`src/rtl/sp_sram_arbiter_if.sv`:
```
// rtl/sp_sram_arbiter_if.sv - requester and SRAM pin bundle for the single-port SRAM arbiter
interface sp_sram_arbiter_if #(
    parameter int NUM_PORTS  = 2,
    parameter int DATA_WIDTH = 32,
    parameter int NUM_WORDS  = 1024
);
    localparam int AW = $clog2(NUM_WORDS);
    localparam int BW = (DATA_WIDTH + 7) / 8;

    logic [NUM_PORTS-1:0]                 req_i;
    logic [NUM_PORTS-1:0]                 we_i;
    logic [NUM_PORTS-1:0][AW-1:0]         addr_i;
    logic [NUM_PORTS-1:0][DATA_WIDTH-1:0] wdata_i;
    logic [NUM_PORTS-1:0][BW-1:0]         be_i;
    logic [NUM_PORTS-1:0]                 gnt_o;
    logic [NUM_PORTS-1:0]                 rvalid_o;
    logic [NUM_PORTS-1:0][DATA_WIDTH-1:0] rdata_o;

    logic                                 sram_req_o;
    logic                                 sram_we_o;
    logic [AW-1:0]                        sram_addr_o;
    logic [DATA_WIDTH-1:0]                sram_wdata_o;
    logic [BW-1:0]                        sram_be_o;
    logic [DATA_WIDTH-1:0]                sram_rdata_i;

    modport slave (
        input  req_i, we_i, addr_i, wdata_i, be_i, sram_rdata_i,
        output gnt_o, rvalid_o, rdata_o,
        output sram_req_o, sram_we_o, sram_addr_o, sram_wdata_o, sram_be_o
    );

    modport master (
        output req_i, we_i, addr_i, wdata_i, be_i, sram_rdata_i,
        input  gnt_o, rvalid_o, rdata_o,
        input  sram_req_o, sram_we_o, sram_addr_o, sram_wdata_o, sram_be_o
    );
endinterface

```
`src/rtl/sp_sram_arbiter.sv`:
```
// rtl/sp_sram_arbiter.sv - round-robin / fixed-priority arbiter sharing one single-port SRAM
module sp_sram_arbiter #(
    parameter int NUM_PORTS  = 2,
    parameter int DATA_WIDTH = 32,
    parameter int NUM_WORDS  = 1024,
    parameter int FIXED_PRIO = 0
) (
    input  logic             clk_i,
    input  logic             rst_ni,
    sp_sram_arbiter_if.slave bus
);
    localparam int PW = $clog2(NUM_PORTS);
    typedef logic [PW-1:0] idx_t;

    idx_t ptr_q, ptr_d;
    logic gnt_valid;
    idx_t gnt_idx;
    idx_t cand;
    int   pos;

    logic rsp_valid_q;
    idx_t rsp_port_q;
    logic rsp_we_q;

    // Search starts at ptr_q (or 0 for fixed priority); first requester wins.
    always_comb begin
        gnt_valid = 1'b0;
        gnt_idx   = '0;
        cand      = '0;
        pos       = 0;
        for (int k = 0; k < NUM_PORTS; k++) begin
            if (FIXED_PRIO != 0) begin
                pos = k;
            end else begin
                pos = int'(ptr_q) + k;
                if (pos >= NUM_PORTS) pos = pos - NUM_PORTS;
            end
            cand = idx_t'(pos);
            if (!gnt_valid && bus.req_i[cand]) begin
                gnt_valid = 1'b1;
                gnt_idx   = cand;
            end
        end
    end

    always_comb begin
        bus.gnt_o        = '0;
        bus.sram_req_o   = 1'b0;
        bus.sram_we_o    = 1'b0;
        bus.sram_addr_o  = '0;
        bus.sram_wdata_o = '0;
        bus.sram_be_o    = '0;
        if (gnt_valid) begin
            bus.gnt_o[gnt_idx] = 1'b1;
            bus.sram_req_o     = 1'b1;
            bus.sram_we_o      = bus.we_i[gnt_idx];
            bus.sram_addr_o    = bus.addr_i[gnt_idx];
            bus.sram_wdata_o   = bus.wdata_i[gnt_idx];
            bus.sram_be_o      = bus.be_i[gnt_idx];
        end
    end

    always_comb begin
        ptr_d = ptr_q;
        if ((FIXED_PRIO == 0) && gnt_valid) begin
            ptr_d = (gnt_idx == idx_t'(NUM_PORTS - 1)) ? '0 : gnt_idx + 1'b1;
        end
    end

    // Tag of the transaction granted last cycle; the SRAM answers it this cycle.
    always_ff @(posedge clk_i or negedge rst_ni) begin
        if (!rst_ni) begin
            ptr_q       <= '0;
            rsp_valid_q <= 1'b0;
            rsp_port_q  <= '0;
            rsp_we_q    <= 1'b0;
        end else begin
            ptr_q       <= ptr_d;
            rsp_valid_q <= gnt_valid;
            rsp_port_q  <= gnt_idx;
            rsp_we_q    <= gnt_valid & bus.we_i[gnt_idx];
        end
    end

    always_comb begin
        bus.rvalid_o = '0;
        bus.rdata_o  = '0;
        if (rsp_valid_q) begin
            bus.rvalid_o[rsp_port_q] = 1'b1;
            if (!rsp_we_q) bus.rdata_o[rsp_port_q] = bus.sram_rdata_i;
        end
    end
endmodule

```
`src/flat_wrapper.sv`:
```
// flat-port wrapper written by rule: the top's interface ports become plain ports
module sp_sram_arbiter_flat 
#(
    parameter int NUM_PORTS  = 2,
    parameter int DATA_WIDTH = 32,
    parameter int NUM_WORDS  = 1024,
    parameter int FIXED_PRIO = 0
)
  (clk_i, rst_ni, bus_req_i, bus_we_i, bus_addr_i, bus_wdata_i, bus_be_i, bus_sram_rdata_i, bus_gnt_o, bus_rvalid_o, bus_rdata_o, bus_sram_req_o, bus_sram_we_o, bus_sram_addr_o, bus_sram_wdata_o, bus_sram_be_o);
  sp_sram_arbiter_if #(.NUM_PORTS(NUM_PORTS), .DATA_WIDTH(DATA_WIDTH), .NUM_WORDS(NUM_WORDS)) bus_i ();
  input  logic clk_i;
  input  logic rst_ni;
  input wire logic [$bits(bus_i.req_i)-1:0] bus_req_i;
  input wire logic [$bits(bus_i.we_i)-1:0] bus_we_i;
  input wire logic [$bits(bus_i.addr_i)-1:0] bus_addr_i;
  input wire logic [$bits(bus_i.wdata_i)-1:0] bus_wdata_i;
  input wire logic [$bits(bus_i.be_i)-1:0] bus_be_i;
  input wire logic [$bits(bus_i.sram_rdata_i)-1:0] bus_sram_rdata_i;
  output wire logic [$bits(bus_i.gnt_o)-1:0] bus_gnt_o;
  output wire logic [$bits(bus_i.rvalid_o)-1:0] bus_rvalid_o;
  output wire logic [$bits(bus_i.rdata_o)-1:0] bus_rdata_o;
  output wire logic [$bits(bus_i.sram_req_o)-1:0] bus_sram_req_o;
  output wire logic [$bits(bus_i.sram_we_o)-1:0] bus_sram_we_o;
  output wire logic [$bits(bus_i.sram_addr_o)-1:0] bus_sram_addr_o;
  output wire logic [$bits(bus_i.sram_wdata_o)-1:0] bus_sram_wdata_o;
  output wire logic [$bits(bus_i.sram_be_o)-1:0] bus_sram_be_o;
  assign bus_i.req_i = bus_req_i;
  assign bus_i.we_i = bus_we_i;
  assign bus_i.addr_i = bus_addr_i;
  assign bus_i.wdata_i = bus_wdata_i;
  assign bus_i.be_i = bus_be_i;
  assign bus_i.sram_rdata_i = bus_sram_rdata_i;
  assign bus_gnt_o = bus_i.gnt_o;
  assign bus_rvalid_o = bus_i.rvalid_o;
  assign bus_rdata_o = bus_i.rdata_o;
  assign bus_sram_req_o = bus_i.sram_req_o;
  assign bus_sram_we_o = bus_i.sram_we_o;
  assign bus_sram_addr_o = bus_i.sram_addr_o;
  assign bus_sram_wdata_o = bus_i.sram_wdata_o;
  assign bus_sram_be_o = bus_i.sram_be_o;
  sp_sram_arbiter #(.NUM_PORTS(NUM_PORTS), .DATA_WIDTH(DATA_WIDTH), .NUM_WORDS(NUM_WORDS), .FIXED_PRIO(FIXED_PRIO)) u_core (.clk_i(clk_i), .rst_ni(rst_ni), .bus(bus_i));
endmodule
```
`config.mk`:
```
export PLATFORM = sky130hd
export DESIGN_NAME = sp_sram_arbiter_flat
export DESIGN_NICKNAME = d
export VERILOG_FILES = /design/src/rtl/sp_sram_arbiter_if.sv /design/src/rtl/sp_sram_arbiter.sv /design/src/flat_wrapper.sv
export SDC_FILE = /design/constraint.sdc
export NUM_CORES = 1
export LEC_CHECK = 0
export ABC_CLOCK_PERIOD_IN_PS = 1810
export CORE_AREA = 5 5 93 95
export CTS_CLUSTER_DIAMETER = 200
export DETAILED_ROUTE_END_ITERATION = 10
export DIE_AREA = 0 0 98 100
export HOLD_SLACK_MARGIN = 0.1
export PLACE_DENSITY = 0.73
export SLEW_MARGIN = 5
export SYNTH_ARGS = -nofsm -noshare
export SYNTH_HDL_FRONTEND = slang
export SYNTH_SLANG_ARGS = --single-unit
export TNS_END_PERCENT = 10
```
`constraint.sdc`:
```
create_clock -name clk_i -period 1.81 [get_ports clk_i]
set_input_delay 0.4525 -clock clk_i [delete_from_list [all_inputs] [get_ports clk_i]]
set_output_delay 0.4525 -clock clk_i [all_outputs]
set_load 0.005 [all_outputs]
```
==> results.md, run 1 <==
- Synth top area share: 39.3%
- Final layout net count: 567
- Most frequent cell after synthesis: nor2_1
- Most frequent cells after synthesis: nor2_1 (62), a32o_1 (47), nand2_1 (31)
- Setup Skew: 0.000427 ns
- Final Wtd Congestion: around 0.85
- Vias: 2471
- Largest net degree at the start of global routing: 32
- Setup Viol. Count Final: 39
- FF-to-FF Start: u_core.ptr_q$_DFFE_PN0N_
- Most frequently used flop master after synthesis: dfrtp_1
- Initial antenna violation count: 1
- Post-synth cell types: 16
- Initial Util: 15.7%
- Hold_buf cts: 0
- WL/cell: ~17 µm
- Yosys warns: 0
- Mux cell area share after synthesis: 0%
- Clk slew on worst S/H paths: around 0.030 ns
- 1st-iter DRT viols: 56
- Endpoint class of the critical path: output port
- Failing checks: setup timing
- DRC Markers: 0
- Worst setup startpoint: u_core.ptr_q$_DFFE_PN0N_
- Clk_lat worst skew: 0.21 ns
- Synth Instances: 184
- Core area: 7650 µm²
- Sequential cell area: slightly above 100 µm²
- Area delta synth->final: 212%
- RSZ-0062 raised after global routing: yes
- Power Total: 1.40 mW
- Final hold violations: 0
- CTS tree: yes
- First-pass GRT wire length: 13.2 mm
- IO Pins: 246
- H-tree Lvls: 1
- Main combinational cell family by area after synthesis: compound AO/OA/AOI/OAI gates
- Mapped Avg Cell Area: 6.51 µm²
- HP Class: primary input to asynchronous set/reset pin
- Setup_tns: -4.22 ns
- Total CTS buffers: 3
- Multi-input gate area: around 1000 µm²
- Vias per std cell: ~4.6
- PortBufs: 245
- Vias in the first global route: roughly 2500
- Initial DRT Pass Iterations: 4
- Final slew viol count: 0
- Grt ovf: 0
- #FFs+latches synth: 4
- Die Area: a little under 10000 µm²
- Simple-gate share of the synthesized area: a little over a third
- Max_cap viols: 0
- Antenna-violating nets left: 0
- Setup crit start kind: register
- Final period utilization: 109%
- Pre-CTS setup slack: -0.746 ns
- Root buf cell: clkbuf_8
- Worst-path maximum fanout: 21
- XOR/XNOR share of the synthesized area: 0%
- Max Clk Rate: between 500 and 600 MHz
- Rel. slew slack: 88.8%
- Critical path class: register to output port
- Pwr per Cell Area: around 370 nW/µm²
- Die height: 100 µm
- Share of cells above drive strength 1: 31.7%
- Number of synthesized flops with an enable pin: 0
- Fraction of the mapped netlist area in compound gates: 40.6%
- DRT Wirelength: 9.15 mm
- Synth Net Count: 314
- Register area share after synthesis: 8.36%
- Worst VDD drop: 0.000154 V
- CP Data Required Time: 1.36 ns
- Async S/R FF share, synth: 100%
- Dominant cells by area after synthesis: a32o_1 (39%), nor2_1 (19%), nand2_1 (9.7%)
- Overall Global Routing Usage: 16.5%
- Pleak: between 1.5 and 2 nW
- Die Wd: between 90 and 100 µm
- Worst Tran Pin Value: 0.167 ns
- Synthesized-area fraction occupied by adder cells: 0%
- Outcome: finished, violations left
- Final worst slack: -0.157 ns
- FP Rows: 32
- Hpwl dp: 7.25 mm
- Max clock buf depth: 2
- Clock Sinks: 4
- Synthesized area: between 1000 and 1500 µm²
- Fillcell total: approximately 760
- Min Tclk post-route: 1.97 ns
- Synth area leader: a32o_1
- Critical path arrival: 1.51 ns
==> state kept, by name, indices dropped and copies added, names as in the netlist <==
signal,cells
u_core.rsp_port_q,1
u_core.ptr_q,1
u_core.rsp_we_q,1
u_core.rsp_valid_q,1
==> area by class of cell <==
| type | instances | area share, % |
|---|---|---|
| well taps | 102 | 3.42 |
| flip-flops and latches | 4 | 2.71 |
| multi-input cells | 152 | 26.1 |
| diodes | 1 | 0.0670 |
| clock buffers | 3 | 1.11 |
| inverters | 1 | 0.100 |
| repair buffers | 275 | 66.5 |
==> worst max-delay path: stages, from the launching register on <==
cell	delay, ns
dfrtp_2	0.44
nand2b_4	0.18
buf_12	0.14
buf_12	0.15
a32o_2	0.27
buf_2	0.13
==> cells by family after synthesis <==
logic type | after synthesis
DFF | 4
AOI/OAI and AO/OA | 49
buffers and inverters | 28
and+or+nand+nor | 103
==> worst paths after layout <==
check / to / slack (ns) / cells past startpoint
max: bus_sram_wdata_o[15] / -0.16 / 5
min: u_core.rsp_valid_q$_DFF_PN0_ / 0.44 / 1
max reg2reg: u_core.rsp_we_q$_DFF_PN0_ / 0.42 / 5
min reg2reg: u_core.ptr_q$_DFFE_PN0N_ / 0.59 / 2
max in group asynchronous: u_core.ptr_q$_DFFE_PN0N_ / 1.20 / 1
min in group clk_i: u_core.ptr_q$_DFFE_PN0N_ / 0.59 / 2
==> metrics by stage <==
stage	util (%)	hold slack, ns	std cells	area, µm²
floorplan	-	0.157	184	1200
global placement	49.6	0.620	522	3790
detailed placement	49.6	0.621	522	3790
CTS	50.7	0.440	536	3880
global route	48.9	0.464	538	3740
finish	48.9	0.440	538	3740
==> cells in the final DEF, fill, tap and decap left out, types with 2 or more instances in the layout <==
cell type / count
nor2_4: 2
buf_16: 3
buf_4: 8
dfrtp_1: 3
clkbuf_2: 36
buf_12: 7
and3b_1: 2
buf_6: 10
nor2_1: 50
buf_2: 44
a32o_1: 45
dlymetal6s2s_1: 7
buf_8: 2
nand2_1: 31
and2_1: 3
clkdlybuf4s50_1: 127
clkdlybuf4s15_1: 5
dlygate4sd2_1: 22
nor2_2: 10
clkbuf_8: 3
clkdlybuf4s15_2: 3
a32o_2: 2
nand2b_4: 2
==> routing by layer <==
layer	up-vias	GRT usage (%)	part of all wire, %
met5	-	0	0
met4	0	5.32	2.9
met3	18	5.35	11
met2	166	31.6	52
met1	1106	16.8	34
li1	1181	-	-
==> report_power, final <==
part,switching [mW],internal (mW)
clock,0.0384,0.141
sequential,0.0121,0.0995
combinational,0.423,0.684
==> timing repair <==
| item | in CTS | in global routing |
|---|---|---|
| cloned | 3 | 1 |
| buffers inserted | 8 | 0 |
| gates resized for setup | 269 | 101 |
| pin swaps | 16 | 15 |
| endpoints found under the setup margin | 115 | 92 |
Note: power is estimated with default switching activity, not from simulation.
==> run 2, diff against run 1 <==
Settings changed: SLEW_MARGIN 5 to 0.
==> results of run 2 <==
No change in the layout: final DEF, timing and power equal those of run 1.
==> run 3, diff against run 2 <==
Settings changed: REMOVE_ABC_BUFFERS set to 1.
==> run 3 against run 2 <==
The flow still finishes with violations (setup timing). Design area is 7.9% higher. Sequential power fell by 5%. Wire length increased by 10%. Worst setup slack got worse by 0.076 ns. Critical path type unchanged. Die area did not move. Cell count is 3.2% higher. Register-to-register slack is essentially flat. Global-route usage up 1.8 points. Clock power grew 4%. Power grew 12%. Combinational power rose by 14%.
==> results.md, run 3 (synthesis results as in run 1) <==
- Power Total: 1.56 mW (was 1.40 mW)
- Endpoint class of the critical path: output port (unchanged)
- Max Clk Rate: 489 MHz (was 508 MHz)
- Setup Skew: 0.00198 ns (was 0.000427 ns)
- First-pass GRT wire length: 14.2 mm (was 13.2 mm)
- Worst-path cell chain: buf_6 > a21boi_4 > buf_6 > buf_6 > buf_16 > a32o_1 > buf_2 (was nand2b_4 > buf_12 > buf_12 > a32o_2 > buf_2)
- CTS tree: yes (unchanged)
- Post-Layout Inst Area: 4030 µm² (was 3740 µm²)
- Vias per std cell: 4.64 (was 4.59)
- Max clock buf depth: 2 (unchanged)
- FF-to-FF setup slack: 0.43 ns (was 0.42 ns)
- H-tree Lvls: 1 (unchanged)
- Antenna-violating nets left: 0 (unchanged)
- FP Rows: 32 (unchanged)
- Outcome: finished, violations left (unchanged)
- Final worst slack: -0.233 ns (was -0.157 ns)
- Setup crit start kind: register (unchanged)
- Final layout net count: 584 (was 567)
- Final slew viol count: 0 (unchanged)
- Worst Tran Pin Value: 0.286 ns (was 0.167 ns)
- Final Wtd Congestion: 0.912 (was 0.849)
- Vias in the first global route: 2704 (was 2548)
- Min Tclk post-route: 2.04 ns (was 1.97 ns)
- HP Class: primary input to asynchronous set/reset pin (unchanged)
- Max_cap viols: 0 (unchanged)
- Clock Sinks: 4 (unchanged)
- Hold_buf cts: 0 (unchanged)
- Die Wd: 98 µm (unchanged)
- Die Area: 9800 µm² (unchanged)
- Pleak: 1.97 nW (was 1.88 nW)
- DRC Markers: 0 (unchanged)
- Worst path slowest cell: dfrtp_1 (was dfrtp_2)
- CP Data Required Time: 1.36 ns (about the same)
- Cell mode on critical path: buf_6 (was buf_12)
- Met3 usage: 6.12% (was 5.35%)
- Clk slew on worst S/H paths: 0.03 ns (about the same)
- Fillcell total: 742 (was 763)
- Failing checks: setup timing (unchanged)
- Final period utilization: 113% (was 109%)
- Commonest non-fill, non-tap cell in the layout: clkdlybuf4s50_1 (unchanged)
- Worst-path maximum fanout: 5 (was 21)
- Critical path arrival: 1.59 ns (was 1.51 ns)
- Critical path class: register to output port (unchanged)
- IO Pins: 246 (unchanged)
- WL/cell: 18.1 µm (was 17.0 µm)
- Crit-path max cell delay: 0.40 ns (was 0.44 ns)
- Setup Viol. Count Final: 49 (was 39)
- Largest net degree at the start of global routing: 28 (was 32)
- Area post-placement: 3830 µm² (was 3790 µm²)
- Root buf cell: clkbuf_8 (unchanged)
- Pwr per Cell Area: 387 nW/µm² (was 374 nW/µm²)
- Vias: 2577 (was 2471)
- DRT Wirelength: 10.1 mm (was 9.15 mm)
- Initial Util: 15.7% (unchanged)
- GR peak layer: met2 (unchanged)
- Most frequent cells in the layout: clkdlybuf4s50_1 (127), nor2_1 (59), buf_2 (48), a32o_1 (43), nand2_1 (31) (was clkdlybuf4s50_1 (127), nor2_1 (50), a32o_1 (45), buf_2 (44), clkbuf_2 (36))
- Hpwl dp: 7.64 mm (was 7.25 mm)
- Setup_tns: -7.67 ns (was -4.22 ns)
- Share of cells above drive strength 1: 29.9% (was 31.7%)
- RSZ-0062 raised after global routing: yes (unchanged)
- 1st-iter DRT viols: 46 (was 56)
- Worst VDD drop: 0.000210 V (was 0.000154 V)
- Die height: 100 µm (unchanged)
- PortBufs: 245 (unchanged)
- Grt ovf: 0 (unchanged)
- Initial antenna violation count: 0 (was 1)
- Initial DRT Pass Iterations: 5 (was 4)
- FF-to-FF Start: u_core.ptr_q$_DFFE_PN0N_ (unchanged)
- Area delta synth->final: 237% (was 212%)
- GRT met2 Usage: 37.2% (was 31.6%)
- Core area: 7650 µm² (unchanged)
- Total CTS buffers: 3 (unchanged)
- Worst setup startpoint: u_core.ptr_q$_DFFE_PN0N_ (unchanged)
- Final hold violations: 0 (unchanged)
- Clk_lat worst skew: 0.22 ns (was 0.21 ns)
- Rel. slew slack: 80.9% (was 88.8%)
- Global-route track usage on met1: 16.7% (was 16.8%)
- Overall Global Routing Usage: 18.2% (was 16.5%)
## run 3: final cells by class
cell class	instances	area [µm²]	share of cell area, %
inverter	1	3.75	0.0931
timing repair buffer	292	2810	69.8
tap	102	128	3.17
sequential	4	100	2.48
multi-input combinational	152	943	23.4
antenna	1	2.50	0.0621
clock buffer	3	41.3	1.02
## run 3: critical path: cells and delay by family (launching register included)
family | cells | cell delay, ns
flip-flops | 1 | 0.40
AO/OA/AOI/OAI | 2 | 0.31
buffers and inverters | 5 | 0.66
## run 3: where the power goes
| part | internal, mW | switching [mW] | leakage (nW) |
|---|---|---|---|
| clock network | 0.142 | 0.0456 | 0.0216 |
| logic | 0.805 | 0.463 | 1.90 |
| registers | 0.0988 | 0.00735 | 0.0471 |
## run 3: what timing repair did
action,CTS,global route
setup buffers,12,4
gates cloned,10,2
endpoints found under the hold margin,0,0
gates resized for setup,289,66
endpoints found under the setup margin,116,86
pin swaps,24,8
## run 3: routing by layer
layer / routed length [µm] / part of all wire [%]
met4: 269 / 2.7
met1: 3250 / 32
met5: 0 / 0
met2: 5400 / 54
met3: 1150 / 11
## run 3: final timing paths
kind,to,cells after the start
setup / recovery,bus_sram_wdata_o[11],7
hold / removal,u_core.rsp_port_q$_DFF_PN0_,1
setup reg to reg,u_core.rsp_we_q$_DFF_PN0_,5
hold reg to reg,u_core.ptr_q$_DFFE_PN0N_,3
max in group asynchronous,u_core.rsp_valid_q$_DFF_PN0_,1
min in group clk_i,u_core.rsp_valid_q$_DFF_PN0_,2
## run 3: per-stage QoR
stage               hold WS (ns)  std cells  utilization, %  setup slack, ns
global route               0.458        554            52.7           -0.278
floorplan                  0.157        157               -           -0.433
finish                     0.441        555            52.7           -0.233
detailed placement         0.573        524            50.1           -0.789
global placement           0.564        524            50.1           -0.774
CTS                        0.445        549            53.3           -0.261
